## src/rtl/quadrilatero_wl_ctrl.sv

```systemverilog
// Weight-load sequencer: fetches one MESH_WIDTH-slice tile per command.
// Define QUADRILATERO_WL_CTRL_PREFETCH_EN to allow a second buffered tile.
module quadrilatero_wl_ctrl #(
  parameter int MESH_WIDTH = 4,
  parameter int N_REGS     = 8,
  localparam int RW = $clog2(N_REGS),
  localparam int SW = $clog2(MESH_WIDTH)
) (
  input  logic          clk_i,
  input  logic          rst_ni,
  input  logic          flush_i,
  input  logic          cmd_valid_i,
  output logic          cmd_ready_o,
  input  logic [RW-1:0] cmd_reg_i,
  output logic          rf_req_o,
  input  logic          rf_gnt_i,
  output logic [RW-1:0] rf_reg_o,
  output logic [SW-1:0] rf_slice_o,
  input  logic          rf_rvalid_i,
  output logic [SW-1:0] ff_counter_o,
  output logic          weight_rdata_valid_o,
  output logic          clear_o,
  output logic          pump_o,
  input  logic          array_req_i,
  output logic          array_gnt_o,
  output logic [1:0]    full_cnt_o,
  output logic          busy_o
);

`ifdef QUADRILATERO_WL_CTRL_PREFETCH_EN
  localparam logic [1:0] MAXBUF = 2'd2;
`else
  localparam logic [1:0] MAXBUF = 2'd1;
`endif
  localparam int OW = $clog2(MESH_WIDTH + 1);
  localparam logic [SW-1:0] LAST = SW'(MESH_WIDTH - 1);

  typedef enum logic [1:0] {IDLE, ISSUE, DRAIN, CLEAR} state_e;

  state_e        state_q, state_d;
  logic [SW-1:0] issue_cnt_q, issue_cnt_d;
  logic [SW-1:0] resp_cnt_q, resp_cnt_d;
  logic [OW-1:0] outst_q, outst_d;
  logic [OW-1:0] discard_q, discard_d;
  logic [1:0]    full_q, full_d;
  logic [RW-1:0] reg_q, reg_d;
  logic [OW:0]   owed;
  logic          active, accept, gnt;
  logic          rsp_fwd, rsp_disc, last_rsp, pump;

  assign active = (state_q == ISSUE) || (state_q == DRAIN);
  assign cmd_ready_o = (state_q == IDLE) && !flush_i
                    && (discard_q == '0) && (full_q < MAXBUF);
  assign accept = cmd_valid_i && cmd_ready_o;
  assign rf_req_o = (state_q == ISSUE) && !flush_i;
  assign gnt = rf_req_o && rf_gnt_i;
  // responses with nothing outstanding are protocol errors and dropped
  assign rsp_fwd = rf_rvalid_i && !flush_i && active
                && (discard_q == '0) && (outst_q != '0);
  assign rsp_disc = rf_rvalid_i && (discard_q != '0);
  assign last_rsp = rsp_fwd && (resp_cnt_q == LAST);
  assign pump = array_req_i && (full_q != 2'd0) && !flush_i;
  assign owed = {1'b0, outst_q} + {1'b0, discard_q};

  always_comb begin
    state_d     = state_q;
    issue_cnt_d = issue_cnt_q;
    resp_cnt_d  = resp_cnt_q;
    reg_d       = reg_q;
    outst_d     = outst_q + OW'(gnt) - OW'(rsp_fwd);
    discard_d   = discard_q - OW'(rsp_disc);
    full_d      = full_q + 2'(last_rsp) - 2'(pump);
    unique case (state_q)
      IDLE: begin
        if (accept) begin
          state_d     = ISSUE;
          reg_d       = cmd_reg_i;
          issue_cnt_d = '0;
          resp_cnt_d  = '0;
        end
      end
      ISSUE: begin
        if (gnt) begin
          issue_cnt_d = issue_cnt_q + SW'(1);
          if (issue_cnt_q == LAST) state_d = DRAIN;
        end
      end
      DRAIN: state_d = state_q;
      CLEAR: state_d = IDLE;
      default: state_d = IDLE;
    endcase
    if (rsp_fwd) begin
      resp_cnt_d = resp_cnt_q + SW'(1);
      if (last_rsp) state_d = IDLE;
    end
    // in-flight reads of the aborted tile are owed back as discards
    if (flush_i) begin
      state_d   = CLEAR;
      full_d    = '0;
      outst_d   = '0;
      discard_d = OW'(owed - (OW + 1)'(rf_rvalid_i && (owed != '0)));
    end
  end

  always_ff @(posedge clk_i or negedge rst_ni) begin
    if (!rst_ni) begin
      state_q     <= IDLE;
      issue_cnt_q <= '0;
      resp_cnt_q  <= '0;
      outst_q     <= '0;
      discard_q   <= '0;
      full_q      <= '0;
      reg_q       <= '0;
    end else begin
      state_q     <= state_d;
      issue_cnt_q <= issue_cnt_d;
      resp_cnt_q  <= resp_cnt_d;
      outst_q     <= outst_d;
      discard_q   <= discard_d;
      full_q      <= full_d;
      reg_q       <= reg_d;
    end
  end

  assign rf_reg_o             = reg_q;
  assign rf_slice_o           = issue_cnt_q;
  assign ff_counter_o         = resp_cnt_q;
  assign weight_rdata_valid_o = rsp_fwd;
  assign clear_o              = (state_q == CLEAR);
  assign pump_o               = pump;
  assign array_gnt_o          = pump;
  assign full_cnt_o           = full_q;
  assign busy_o               = (state_q != IDLE) || (owed != '0);

endmodule
```

## config.mk

```make
export PLATFORM = sky130hd
export DESIGN_NAME = quadrilatero_wl_ctrl
export DESIGN_NICKNAME = d
export VERILOG_FILES = /design/src/rtl/quadrilatero_wl_ctrl.sv
export SDC_FILE = /design/constraint.sdc
export NUM_CORES = 1
export LEC_CHECK = 0
export CORE_MARGIN = 5
export CORE_UTILIZATION = 25
export DETAILED_ROUTE_END_ITERATION = 7
export HOLD_SLACK_MARGIN = 0.06
export PLACE_DENSITY = 0.44
export SYNTH_ARGS = -nofsm -noshare
export SYNTH_HDL_FRONTEND = slang
export SYNTH_SLANG_ARGS = --single-unit
```

## constraint.sdc

```tcl
create_clock -name clk_i -period 5.25 [get_ports clk_i]
set_input_delay 0.525 -clock clk_i [delete_from_list [all_inputs] [get_ports clk_i]]
set_output_delay 0.525 -clock clk_i [all_outputs]
set_load 0.01 [all_outputs]
```

Yosys cells after proc, flatten, opt, wreduce, memory -nomap -nowiden
Cells that the tools add are included.

operators by class
  equal/unequal tests = 7
  muxes and demuxes = 15
  reduce and logical (&&, ||, !) cells = 31
  add/subtract/negate cells = 9
  magnitude comparators = 1

operator list
  cell                                                                          count
  2-bit two-way mux                                                             11
  1-bit logical AND                                                             15
  2-bit nonzero test                                                            5
  3-bit by 1-bit subtractor with 3-bit output                                   3
  2-bit == test, second input constant                                          4
  2-bit one-hot mux with 4 select lines                                         1
  3-bit two-way mux                                                             2
  3-bit nonzero test                                                            2
  2-bit by 1-bit adder with 2-bit output, second input constant                 2
  3-bit by 3-bit adder with 4-bit output                                        1
  2-bit inequality test, second input constant                                  2
  2-bit one-hot mux with 2 select lines                                         1
  2-bit AND reduction                                                           2
  4-bit nonzero test                                                            1
  3-bit by 1-bit adder with 3-bit output                                        1
  3-bit logical NOT                                                             1
  3-bit AND reduction                                                           1
  2-bit by 1-bit adder with 2-bit output                                        1
  2-bit by 1-bit == test with 1-bit output, second input constant               1
  2-bit logical NOT                                                             1
  1-bit logical OR                                                              2
  2-bit by 1-bit less-than comparator with 1-bit output, second input constant  1
  2-bit by 1-bit subtractor with 2-bit output                                   1
  1-bit logical NOT                                                             1

word-level totals
  input bits = 10
  register bits = 17
  logic and storage cells = 70
  output and inout port bits = 16

Longest topological paths before layout
  word-level depth = 10
  mapped depth = 11
  gate-level depth less buffers = 10

Worst setup path after synthesis
OpenSTA, ideal clock, no wires.

  path kind = register to register
  from = reg discard_q[0]
  to = reg discard_q[2]
  data arrival time = 2611 ps
  cell stages (with the launch flop) = 11
  period minus slack after synthesis = 2738 ps
  data required time = 5123 ps
  slack = 2512 ps
  path buffers = 0
  library setup time = 127 ps
  cells stage by stage = dfrtp_1 ha_1 fa_1 or2_2 a2111oi_0 nor2b_1 ha_1 ha_1 xor2_1 xnor2_1 a21oi_1

between the ends
  word-level cells in the longest chain between the ends = 5
  elaborated cells on any way between the ends = 8
  those cells by class = 3 x add/sub; 1 x mux; 4 x reduce/logical

ends and longest elaborated chain
  what                                         line  RTL
  start, declared                              44    logic [OW-1:0] discard_q, discard_d;
  start signal, assigned                       119   discard_q <= discard_d;
  3-bit by 3-bit adder with 4-bit output       63    assign owed = {1'b0, outst_q} + {1'b0, discard_q};
  4-bit nonzero test                           101   discard_d = OW'(owed - (OW + 1)'(rf_rvalid_i && (owed != '0)));
  1-bit logical AND                            101
  3-bit by 1-bit subtractor with 3-bit output  101
  3-bit two-way mux *                          97    if (flush_i) begin
  net discard_d[2]                             44

Mark *: on every way through the listed nets, which the timed path passes. The rest lies on a longest branch.
A chain may end at the register's enable or synchronous reset.

Worst setup path in the final report
  from = in flush_i
  to = out weight_rdata_valid_o

between the ends
  word-level cells in the longest chain between the ends = 5

ends and longest elaborated chain
  what                             line  RTL
  start, declared                  11    input logic flush_i,
  1-bit logical NOT                58    assign rsp_fwd = rf_rvalid_i && !flush_i && active
  1-bit logical AND (2 in series)  58
  1-bit logical AND (2 in series)  59    && (discard_q == '0) && (outst_q != '0);
  end, declared                    21    output logic weight_rdata_valid_o,

Every way passes these cells.

==> results.yml <==
outcome:
  status: "complete, no violations"
yosys:
  synth.net_count: 156
  ys_warn_count: 0
  synthFlopType: "dfrtp_1"
  synth_edf_count: 0
  synth_seq_area_share_pct: 33.8
  syn_area_sq_mm: 0.00126
  ys_ff_latch: 17
  postSynthAreaPerCell_sq_um: 10.1
  netlist_instances: 125
  ys_async_sr_fraction_pct: 100
  synth_cell_type_count: 37
sta:
  rsz0062_at_grt: "no"
  slew-limit-headroom_pct: 45.5
  clock_skew_ns: 0.00383
  timing.final.ws_setup_ns: 1.90
  final.period_utilization_pct: 63.8
  fmax_mhz: 298
  finalMaxSlewViolations: 0
  worstMarginPinSlew_ns: 0.815
  timing.final.hold_violations: 0
  setup_viol: 0
  period_minus_slack_ns: 3.35
  fin_tns_setup_ns: 0
placed_design:
  place_hpwl_mm: 2.22
  portBuffers: 25
  place_ws_ns: 1.84
  place.gp.congestion: 0.754
clocking:
  cts_tree: "yes"
  cts-root-buf: "clkbuf_8"
  cts_inserted_buffers: 3
  clk_path_buf_depth: 2
  htreeDepth: 1
  cts_setup_buffers: 0
  clock_sinks: 17
  clk_latency_ns: 0.26
  post_cts_resized: 0
  hold_buffers: 0
  path_clk_slew_ns: 0.07
floorplan:
  pin_count: 26
  initial_utilization_pct: 26.1
  die_area_sq_mm: 0.00655
  core_sq_mm: 0.00482
  die_y_um: 81.0
  rows: 25
  die-width_um: 81.0
drt:
  vias: 938
  drtIter0Drc: 61
  drt_first_pass_iters: 4
  via_per_inst: 4.32
  wirelength_mm: 2.84
  postRouteAntennaNets: 0
  avgRoutedWirePerCell_um: 13.1
  drc: 0
run:
  max-cap-violations: 0
power:
  p_per_area_mw_per_mm2: 348
  p_leak_nw: 0.767
  irDropWorstVdd_mv: 0.109
grt:
  track_usage_pct: 9.68
  antenna_found_initial: 0
  grt_pass1_wl_mm: 4.89
  grt_pass1_vias: 993
  grt_max_degree: 18
  gr-total-overflow: 0
setup_path:
  critPathLaunchType: "primary input"
  cp_data_arrival_time_ns: 2.83
  required_ns: 4.72
  worstPathMaxFanout: 16
  endpoint_kind: "primary output"
  crit_type: "primary input to primary output"
layout:
  drive_gt1_share_pct: 6.67
  fin_nets: 182
  area_growth_pct: 28.3
  antenna_cells: 0
hold_path:
  hold_path_class: "flop to flop"
report_power, final:
part	total [mW]	internal [mW]	switching, mW
clock	0.104	0.0540	0.0496
combinational	0.252	0.134	0.118
sequential	0.207	0.164	0.0431
worst max-delay path, stage by stage:
cell and delay [ns]:
clkdlybuf4s50_1 0.76, nor4_4 0.52, and4b_1 0.41, clkdlybuf4s50_1 0.60
cell families after synthesis:
| logic type | share of synthesized area (%) |
|---|---|
| AND/OR/NAND/NOR | 19.9 |
| adder cells (fa/ha/maj) | 22.1 |
| AO/OA/AOI/OAI | 9.54 |
| flip-flops | 33.8 |
| buffers and inverters | 4.77 |
| XOR/XNOR | 5.57 |
| multiplexers | 4.37 |
metrics by stage:
stage	hold slack, ns	power (mW)	area [sq um]	std cells	utilization, %
floorplan	0.229	0.370	1260	125	-
global placement	0.451	0.464	1570	213	32.6
detailed placement	0.461	0.467	1570	213	32.6
CTS	0.478	0.573	1620	217	33.5
global route	0.519	0.620	1620	217	33.5
finish	0.473	0.562	1620	217	33.5
worst paths after layout:
check	from	end	slack, ns	cells past startpoint
max reg2reg	discard_q[0]	discard_q[2]	2.32	10
min reg2reg	rf_reg_o[0]	rf_reg_o[0]	0.47	2
min in group asynchronous	rst_ni	outst_q[2]	0.74	1
max in group asynchronous	rst_ni	state_q[1]	4.01	1
max	flush_i	weight_rdata_valid_o	1.90	4
min	rf_reg_o[0]	rf_reg_o[0]	0.47	2
Yosys cell counts, drive strengths merged, types with 3 or more instances:
master | instances | area [sq um]
a21oi | 5 | 25.0
buf | 3 | 17.5
dfrtp | 17 | 425
ha | 19 | 238
inv | 10 | 37.5
mux2i | 4 | 40.0
nand2 | 18 | 67.6
nor2 | 6 | 22.5
nor2b | 3 | 18.8
xnor2 | 4 | 35.0
xor2 | 4 | 35.0
registers in the layout, indices dropped and copies added (netlist names):
name and flops:
ff_counter_o 2, rf_slice_o 2, state_q 2, rf_reg_o 3, full_cnt_o 2, outst_q 3, discard_q 3
area by class of cell:
type                    count  area (sq um)
multi-input cells          94           773
repair buffers             25           250
clock buffers               4          45.0
fillers                   509          3200
inverters                  10          37.5
flip-flops and latches     17           425
well taps                  67          83.8
cells in the final DEF, fill, tap and decap left out:
cell              n
a31o_2            2
o31a_1            1
nand3b_1          2
a211o_1           2
clkdlybuf4s50_1  25
clkbuf_8          3
a21o_1            1
and2_1            1
nor2_1            6
dfrtp_1          17
nor2b_1           3
o22ai_1           2
and3_1            1
or2_2             1
nand2b_1          2
ha_1             19
and4b_1           1
xor2_1            4
inv_1            10
nor4_4            1
xnor2_1           4
nand4_4           1
nand2_1          18
and4_1            1
clkbuf_1          1
fa_1              2
mux2i_1           4
nor3_1            1
a211oi_1          1
a2111oi_0         1
or3b_2            1
o32a_1            1
nor3b_1           2
o21ai_0           1
a21oi_1           5
nand3_1           1
mux2_4            1
per-layer routing:
metal	vias to the layer above	global-route usage (%)	part of all wire, %
li1	477	-	-
met3	2	3.44	4.3
met4	0	2.03	0.28
met5	-	0	0
met1	445	13.3	47
met2	14	14.6	48
Power figures use the tool's default switching activity.
